**config.mk**
```make
export PLATFORM = sky130hd
export DESIGN_NAME = qdiv_share_arb
export DESIGN_NICKNAME = d
export VERILOG_FILES = /design/src/rtl/qdiv_arb_pkg.sv /design/src/rtl/qdiv_share_arb_rr_pick.sv /design/src/rtl/qdiv_share_arb.sv
export SDC_FILE = /design/constraint.sdc
export NUM_CORES = 1
export LEC_CHECK = 0
export CAP_MARGIN = 20
export CORE_MARGIN = 4
export CORE_UTILIZATION = 24
export DETAILED_ROUTE_END_ITERATION = 10
export SLEW_MARGIN = 0
export SYNTH_ARGS = -nofsm -noshare
export SYNTH_HDL_FRONTEND = slang
export SYNTH_SLANG_ARGS = --single-unit
```
**constraint.sdc**
```tcl
create_clock -name clk -period 2.3 [get_ports clk]
set_input_delay 0.46 -clock clk [delete_from_list [all_inputs] [get_ports clk]]
set_output_delay 0.46 -clock clk [all_outputs]
set_load 0.02 [all_outputs]
```
**src/rtl/qdiv_arb_pkg.sv**
```systemverilog
// -----------------------------------------------------------------------------
// qdiv_arb_pkg
// Shared definitions for the Q16.16 divider-sharing arbiter: FSM state
// encoding, fixed-point constants, default requester count and watchdog width.
// No ports (package).
// -----------------------------------------------------------------------------
package qdiv_arb_pkg;

    typedef enum logic [1:0] {
        ST_IDLE      = 2'd0,
        ST_WAIT_LOW  = 2'd1,
        ST_WAIT_HIGH = 2'd2,
        ST_DONE      = 2'd3
    } arb_state_t;

    localparam logic [31:0] Q_ONE    = 32'h0001_0000;
    localparam logic [31:0] Q_SAT    = 32'hFFFF_FFFF;
    localparam int          NREQ_DEF = 4;

    // Wide enough for the largest supported TIMEOUT_CYC (65535).
    localparam int          WDOG_W   = 16;

endpackage

```
**src/rtl/qdiv_share_arb_rr_pick.sv**
```systemverilog
// -----------------------------------------------------------------------------
// rr_pick
// Combinational round-robin selector. The search starts at (last + 1) mod NREQ
// and wraps, so the previously served requester has the lowest priority.
//
// Ports:
//   req      in   NREQ  request vector
//   last     in   IW    index of the last granted requester
//   winner   out  IW    selected requester (don't-care when any_req = 0)
//   any_req  out  1     at least one request bit is set
// -----------------------------------------------------------------------------
module rr_pick #(
    parameter int NREQ = 4,
    parameter int IW   = $clog2(NREQ)
) (
    input  logic [NREQ-1:0] req,
    input  logic [IW-1:0]   last,
    output logic [IW-1:0]   winner,
    output logic            any_req
);

    always_comb begin
        winner  = '0;
        any_req = |req;
        // Pass 1: lowest set bit overall. This is the wrapped-around choice.
        for (int i = NREQ - 1; i >= 0; i--) begin
            if (req[i]) begin
                winner = IW'(i);
            end
        end
        // Pass 2: lowest set bit strictly above last. When one exists it
        // overrides the wrapped choice.
        for (int i = NREQ - 1; i >= 0; i--) begin
            if (req[i] && (i > int'(last))) begin
                winner = IW'(i);
            end
        end
    end

endmodule

```
**src/rtl/qdiv_share_arb.sv**
```systemverilog
// -----------------------------------------------------------------------------
// qdiv_share_arb
// Round-robin arbiter that shares one Q16.16 divider between NREQ requesters.
// It registers the winner's operands toward the divider. It then waits for the
// divider's valid to go low, and then for a fresh 0->1 edge, so a result left
// over from the previous operand set is never taken. The quotient is returned
// with a one-cycle ack.
//
// Optional feature: define QDIV_ARB_TIMEOUT_EN to enable a watchdog. After
// TIMEOUT_CYC clocks in the wait states, the operation completes with err = 1
// and result = Q_SAT.
//
// Ports:
//   clk          in   1        clock, rising edge
//   rst_n        in   1        asynchronous active-low reset
//   req          in   NREQ     request levels, held until ack
//   op_a, op_b   in   32*NREQ  packed Q16.16 dividends / divisors
//   ack          out  NREQ     one-cycle completion pulse (one-hot)
//   result       out  32       quotient, nonzero only in the ack cycle
//   err          out  1        timeout flag, only with ack
//   busy         out  1        FSM not in IDLE
//   grant_id     out  clog2    requester being served (holds in IDLE)
//   unit_a/b     out  32       registered operands to the shared divider
//   unit_valid   in   1        divider result valid level
//   unit_result  in   32       divider quotient
//
// state      | meaning
// -----------+--------------------------------------------------------------
// IDLE       | no operation; arbitrate among pending requests
// WAIT_LOW   | operands issued; wait for the divider's valid to drop
// WAIT_HIGH  | wait for a 0->1 edge of valid; capture the quotient
// DONE       | single ack cycle for the granted requester
// -----------------------------------------------------------------------------
module qdiv_share_arb
    import qdiv_arb_pkg::*;
#(
    parameter int NREQ        = NREQ_DEF,
    parameter int TIMEOUT_CYC = 255
) (
    input  logic                      clk,
    input  logic                      rst_n,
    input  logic [NREQ-1:0]           req,
    input  logic [32*NREQ-1:0]        op_a,
    input  logic [32*NREQ-1:0]        op_b,
    output logic [NREQ-1:0]           ack,
    output logic [31:0]               result,
    output logic                      err,
    output logic                      busy,
    output logic [$clog2(NREQ)-1:0]   grant_id,
    output logic [31:0]               unit_a,
    output logic [31:0]               unit_b,
    input  logic                      unit_valid,
    input  logic [31:0]               unit_result
);

    localparam int GW = $clog2(NREQ);

    if (NREQ < 2 || NREQ > 8) begin : g_bad_nreq
        $error("qdiv_share_arb: NREQ must be 2..8");
    end
    if (TIMEOUT_CYC < 1 || TIMEOUT_CYC > 65535) begin : g_bad_timeout
        $error("qdiv_share_arb: TIMEOUT_CYC must be 1..65535");
    end

    arb_state_t         r_state;
    arb_state_t         w_next;
    logic [GW-1:0]      r_last;
    logic [GW-1:0]      r_grant_id;
    logic               r_valid_q;
    logic [31:0]        r_unit_a;
    logic [31:0]        r_unit_b;
    logic [NREQ-1:0]    r_ack;
    logic [31:0]        r_result;

    logic [GW-1:0]      w_winner;
    logic               w_any_req;
    logic               w_grant;
    logic               w_done_ok;
    logic               w_done_to;
    logic               w_wdog_hit;
    logic [31:0]        w_sel_a;
    logic [31:0]        w_sel_b;
    logic [NREQ-1:0]    w_ack_onehot;

    rr_pick #(
        .NREQ (NREQ),
        .IW   (GW)
    ) u_rr_pick (
        .req     (req),
        .last    (r_last),
        .winner  (w_winner),
        .any_req (w_any_req)
    );

    always_comb begin
        w_sel_a = '0;
        w_sel_b = '0;
        for (int i = 0; i < NREQ; i++) begin
            if (w_winner == GW'(i)) begin
                w_sel_a = op_a[32*i +: 32];
                w_sel_b = op_b[32*i +: 32];
            end
        end
    end

    assign w_ack_onehot = NREQ'(1) << r_grant_id;

`ifdef QDIV_ARB_TIMEOUT_EN
    logic [WDOG_W-1:0] r_wdog;
    logic              r_err;

    // The counter reads k-1 in the k-th wait cycle after the grant. Hitting
    // TIMEOUT_CYC-1 therefore puts DONE exactly TIMEOUT_CYC edges after the
    // grant.
    assign w_wdog_hit = (r_wdog == WDOG_W'(TIMEOUT_CYC - 1));

    always_ff @(posedge clk or negedge rst_n) begin
        if (!rst_n) begin
            r_wdog <= '0;
            r_err  <= 1'b0;
        end else begin
            if (w_grant) begin
                r_wdog <= '0;
            end else if (r_state == ST_WAIT_LOW || r_state == ST_WAIT_HIGH) begin
                r_wdog <= r_wdog + 1'b1;
            end
            r_err <= w_done_to;
        end
    end

    assign err = r_err;
`else
    assign w_wdog_hit = 1'b0;
    assign err        = 1'b0;
`endif

    always_ff @(posedge clk or negedge rst_n) begin
        if (!rst_n) begin
            r_state <= ST_IDLE;
        end else begin
            r_state <= w_next;
        end
    end

    // A genuine valid edge takes priority over a watchdog hit in the same
    // cycle, so a real quotient is never discarded.
    always_comb begin
        w_next    = r_state;
        w_grant   = 1'b0;
        w_done_ok = 1'b0;
        w_done_to = 1'b0;
        unique case (r_state)
            ST_IDLE: begin
                if (w_any_req) begin
                    w_grant = 1'b1;
                    w_next  = ST_WAIT_LOW;
                end
            end
            ST_WAIT_LOW: begin
                if (w_wdog_hit) begin
                    w_done_to = 1'b1;
                    w_next    = ST_DONE;
                end else if (!unit_valid) begin
                    w_next = ST_WAIT_HIGH;
                end
            end
            ST_WAIT_HIGH: begin
                if (unit_valid && !r_valid_q) begin
                    w_done_ok = 1'b1;
                    w_next    = ST_DONE;
                end else if (w_wdog_hit) begin
                    w_done_to = 1'b1;
                    w_next    = ST_DONE;
                end
            end
            ST_DONE: begin
                w_next = ST_IDLE;
            end
            default: begin
                w_next = ST_IDLE;
            end
        endcase
    end

    // ack and result are registered on the transition into DONE and cleared
    // on every other edge, so both are zero outside the ack cycle.
    always_ff @(posedge clk or negedge rst_n) begin
        if (!rst_n) begin
            r_last     <= GW'(NREQ - 1);
            r_grant_id <= '0;
            r_valid_q  <= 1'b0;
            r_unit_a   <= '0;
            r_unit_b   <= '0;
            r_ack      <= '0;
            r_result   <= '0;
        end else begin
            r_valid_q <= unit_valid;
            r_ack     <= '0;
            r_result  <= '0;
            if (w_grant) begin
                r_unit_a   <= w_sel_a;
                r_unit_b   <= w_sel_b;
                r_grant_id <= w_winner;
                r_last     <= w_winner;
            end
            if (w_done_ok) begin
                r_ack    <= w_ack_onehot;
                r_result <= unit_result;
            end else if (w_done_to) begin
                r_ack    <= w_ack_onehot;
                r_result <= Q_SAT;
            end
        end
    end

    assign ack      = r_ack;
    assign result   = r_result;
    assign busy     = (r_state != ST_IDLE);
    assign grant_id = r_grant_id;
    assign unit_a   = r_unit_a;
    assign unit_b   = r_unit_b;

endmodule

```
Yosys cells after proc, flatten, opt, wreduce, memory -nomap -nowiden:

Cells that the tools add are included.

* magnitude comparators: 3
* eq/ne operators: 9
* shift operators: 1
* multiplexer cells: 25
* reductions and logical operators: 10

Operator list (number)
* 32-bit 2-to-1 mux: 9
* 2-bit 2-to-1 mux: 10
* 2-bit equality test (second input constant): 4
* 2-bit one-hot mux with 4 select lines: 1
* 2-bit by 1-bit equality test with 1-bit output (second input constant): 2
* 2-bit greater-than comparator (first input constant): 2
* 1-bit logical AND: 4
* 2-bit zero test: 2
* 1-bit 2-to-1 mux: 4
* 4-bit 2-to-1 mux: 1
* 2-bit != test (second input constant): 2
* 4-bit OR reduction: 1
* 1-bit by 2-bit << shifter with 4-bit output (first input constant): 1
* 3-bit AND reduction: 1
* 1-bit by 2-bit greater-than comparator with 1-bit output (first input constant): 1
* 2-bit by 1-bit != test with 1-bit output (second input constant): 1
* 2-bit nonzero test: 1
* 1-bit zero test: 1

* bits in registers: 107
* input bits: 295
* output and inout port bits: 104

Depth between registers and ports, before layout:

* depth after elaboration: 12
* depth in mapped cells: 8

Hierarchy:

A second synthesis with hierarchy kept.

* cell total of the unflattened synthesis: 482
* area, all modules: 5860.6 µm²

By module, submodules not included
* qdiv_share_arb: times used 1, cells an instance 469, area each 5790.6 µm², seq. area each 2680.1 µm²
* rr_pick: times used 1, cells an instance 13, area each 70.1 µm², seq. area each 0.0 µm²

Worst setup path after synthesis:

OpenSTA, ideal clock, no wires.

* path kind: reg-to-reg
* start point: reg r_last[0]
* end point: reg r_unit_b[24] (netlist: unit_b[24])
* setup time: 0.130 ns
* arrival: 1.668 ns
* path slack: 0.503 ns
* stages on the path, launching flop included: 8
* clock period less this slack: 1.797 ns
* path through: dfstp_2 > buf_2 > nor2b_1 > o21ai_1 > nand2_1 > clkbuf_1 > a211oi_1 > o21ai_0

* cells in the longest elaborated chain, start to end: 10

Ends and longest elaborated chain
* from (decl): line qdiv_share_arb.sv:67 `logic [GW-1:0] r_last;`
* from (signal assigned): line qdiv_share_arb.sv:189 `r_last <= GW'(NREQ - 1);`
* from (signal assigned): line qdiv_share_arb.sv:204 `r_last <= w_winner;`
* 2-bit greater-than comparator: line qdiv_share_arb_rr_pick.sv:34 `if (req[i] && (i > int'(last))) begin`
* 1-bit logical AND: line qdiv_share_arb_rr_pick.sv:34
* 2-bit 2-to-1 mux (2 in series): line qdiv_share_arb_rr_pick.sv:34
* 2-bit 2-to-1 mux *: line qdiv_share_arb_rr_pick.sv:34
* 2-bit zero test: line qdiv_share_arb.sv:99 `if (w_winner == GW'(i)) begin`
* 32-bit 2-to-1 mux (3 in series): line qdiv_share_arb.sv:99
* 32-bit 2-to-1 mux *: line qdiv_share_arb.sv:99
* to (signal assigned): line qdiv_share_arb.sv:202 `r_unit_b <= w_sel_b;`
* to (decl): line qdiv_share_arb.sv:71 `logic [31:0] r_unit_b;`

Every way passes the cells marked *; elsewhere a longest branch is shown, timed or not.
A chain may end at the register's enable or synchronous reset.

Worst setup path in the final report:

* start point: reg r_state[0]
* end point: out busy

* cells in the longest elaborated chain, start to end: 1

Ends and longest elaborated chain
* from (decl): line qdiv_share_arb.sv:65 `arb_state_t r_state;`
* from (signal assigned): line qdiv_share_arb.sv:141 `r_state <= w_next;`
* 2-bit nonzero test: line qdiv_share_arb.sv:218 `assign busy = (r_state != ST_IDLE);`
* to (decl): line qdiv_share_arb.sv:48 `output logic busy,`

Every way passes these cells.

==> results by group <==
Status
  • Status: finished clean

Placement
  • Port bufs: 397
  • GPL Wtd Cong: 0.817
  • DP Worst Slack: -0.133 ns
  • Post-DP HPWL: 19100 um

Die
  • Io pins: 399
  • Die width: 158 um
  • Die area: about 25000 um^2
  • Initial core utilization: 24.5%
  • Placement Rows: 54
  • Core region area: 21900 um^2
  • Die height: 158 um

Hold path
  • Worst hold path type: in2async

Global routing
  • Largest net degree at the start of global routing: 61
  • Gr ovfl total: 0
  • Total GRT Usage: between 10% and 20%
  • Vias in the first global route: 6347
  • Initial antenna violation count: 0
  • First-pass GRT wire length: roughly 36000 um

Logic synthesis
  • Area leader, netlist: dfrtp_1
  • Mapped Avg Cell Area: 9.30 um^2
  • Mapped Nets: 876
  • Async set or reset register ratio after synthesis: 100%
  • Synth Warn #: 0
  • Mapped Area: 5370 um^2
  • Ys flop type: dfrtp_1
  • Syn Inst Count: 578
  • Share of Yosys cell area claimed by the top area cell type: 48.9%
  • Number of flops mapped to enable cells by yosys: 0
  • Netlist cell types: 34
  • Most frequent cell after synthesis: dfrtp_1
  • Sequential share of the synthesized area: 49.9%
  • Top post-synthesis cells by area: dfrtp_1, and3_1, o21ai_0, o221ai_1, a211oi_1
  • Yosys reg bits: 107
  • Commonest cells in the synthesized netlist: dfrtp_1, o21ai_0, and3_1

Job
  • MaxCap Viol Count: 0

Power
  • Max VDD drop: 0.000443 V
  • Static Leak: approximately 4.3 nW
  • Power Dens Cells: 1060 nW/um^2
  • Design Power: 11.0 mW

Cells and area
  • Final Util: around 47%
  • Nets: 1271
  • Ant diodes: 0
  • Synthesis-to-finish area growth: 91.9%
  • Share of layout cells above drive strength 1: 7.16%

Setup path
  • Startpoint types: register
  • Critical Path AT: 1.59 ns
  • R2r startpoint: r_last[1]
  • CP Launch Point: r_state[0]
  • CP required: 1.84 ns
  • Worst R2R Setup Slack: 0.30 ns
  • R2R depth: 7
  • CP Max Fanout: 3
  • CP Class: reg2out
  • Crit. End Element: output pin
  • Setup crit end: busy
  • R2r endpoint: unit_a[4]

Drt
  • Via Count: 6157
  • Via/cell ratio: 4.89
  • DRT iter0 DRCs: 249
  • Remaining DRCs: 0
  • Remaining antenna violation count: 0
  • Post-Route WL: 25000 um
  • Avg WL per Cell: 19.8 um
  • Drt pass-1 iters: 4

Timing
  • PnR worst setup slack: 0.248 ns
  • Final Cycle Share: 89.2%
  • RSZ-0062 raised after global routing: no
  • Fmax: 487 MHz
  • Final setup vio count: 0
  • Final Hold Viols: 0
  • Final Critical Period: 2.05 ns
  • Clock Skew: 0.0112 ns
  • Final Max Tran Viols: 0

Clocking
  • CTS root buffer: clkbuf_16
  • Clock sink count: 107
  • CTS tree: done
  • Clock Path Buffers: 2
  • # H-tree levels: 3
  • Clock buffer count from CTS: 9
  • Clock slew at reported path FFs: ~0.080 ns
  • Clock Latency Late Sink: 0.35 ns
## critical path, cell delays in order (launching register included)
cell	delay, ns
dfrtp_1	0.39
inv_1	0.08
ha_1	0.23
inv_1	0.14
dlygate4sd2_1	0.41
## per-layer routing
metal	wire length (um)	global-route usage, %	part of all wire (%)
met1	10000	23.4	40
met4	563	5.37	2.3
met3	1880	4.46	7.5
met2	12500	32.8	50
met5	0	0	0
## how the worst min path moves through the flow
stage / start / endpoint / slack [ns]
final: rst_n / result[8] / 0.49
after global routing: rst_n / result[1] / 0.49
after CTS: rst_n / result[8] / 0.48
after detailed placement: rst_n / result[8] / 0.32
after global placement: rst_n / result[8] / 0.32
after floorplan: rst_n / ack[0] / 0.16
## kinds of logic (layout without fill, tap and decap cells)
group | after synthesis | in the layout | share of synthesized area (%)
fa+ha+maj | 3 | 3 | 0.699
compound gates | 244 | 244 | 27.9
flops | 107 | 107 | 49.9
xor+xnor | 1 | 1 | 0.163
other cells | 1 | 1 | 0.0698
simple gates | 160 | 160 | 16.4
buf+inv | 62 | 462 | 4.91
## flip-flops by register name, indices dropped and copies added (netlist names)
signal	cells
ack	4
grant_id	2
unit_a	32
r_last	2
unit_b	32
result	32
r_valid_q	1
r_state	2
## area by class of cell
cell class | instances | area (um^2)
Clock buffer | 9 | 225
Multi-Input combinational cell | 409 | 2450
Clock inverter | 7 | 108
Timing Repair Buffer | 441 | 4480
Sequential cell | 107 | 2680
Fill cell | 2133 | 11600
Tap cell | 280 | 350
Inverter | 5 | 18.8
## report_power, final
group | internal [mW] | leakage, nW | switching [mW]
Clock | 0.978 | 0.160 | 0.786
Sequential | 2.57 | 1.36 | 0.402
Combinational | 2.88 | 2.74 | 3.34
## cell usage in the layout, fill, tap and decap left out, types with 2 or more instances in the layout
cell and instances:
a211oi_1 32, a21oi_1 38, and2_1 34, and3_1 66, buf_12 14, buf_4 30, bufinv_16 2, clkbuf_16 9
clkdlybuf4s50_1 395, dfrtp_1 105, dfstp_2 2, ha_1 3, inv_1 5, inv_8 2, nand2_1 40, nand2b_1 3
nor2_1 7, nor2b_1 3, nor4_1 2, o21ai_0 74, o21ai_1 27, o221ai_1 31, o22ai_1 33
## per-stage QoR
stage | hold slack [ns] | instance area, um^2 | TNS (ns) | instances
after global routing | 0.490 | 10300 | 0 | 1258
final | 0.485 | 10300 | 0 | 1258
after global placement | 0.322 | 9970 | -0.883 | 1241
after floorplan | 0.164 | 5370 | 0 | 578
after detailed placement | 0.322 | 9970 | -0.888 | 1241
after CTS | 0.480 | 10300 | 0 | 1258
## timing repair
action                     4_1_cts  5_1_grt
hold endpoints to repair        10        0
hold buffers                     1        0
setup endpoints to repair        1        0
resized for setup                1        0
buffers inserted                 0        0
(Power assumes the default switching activity.)
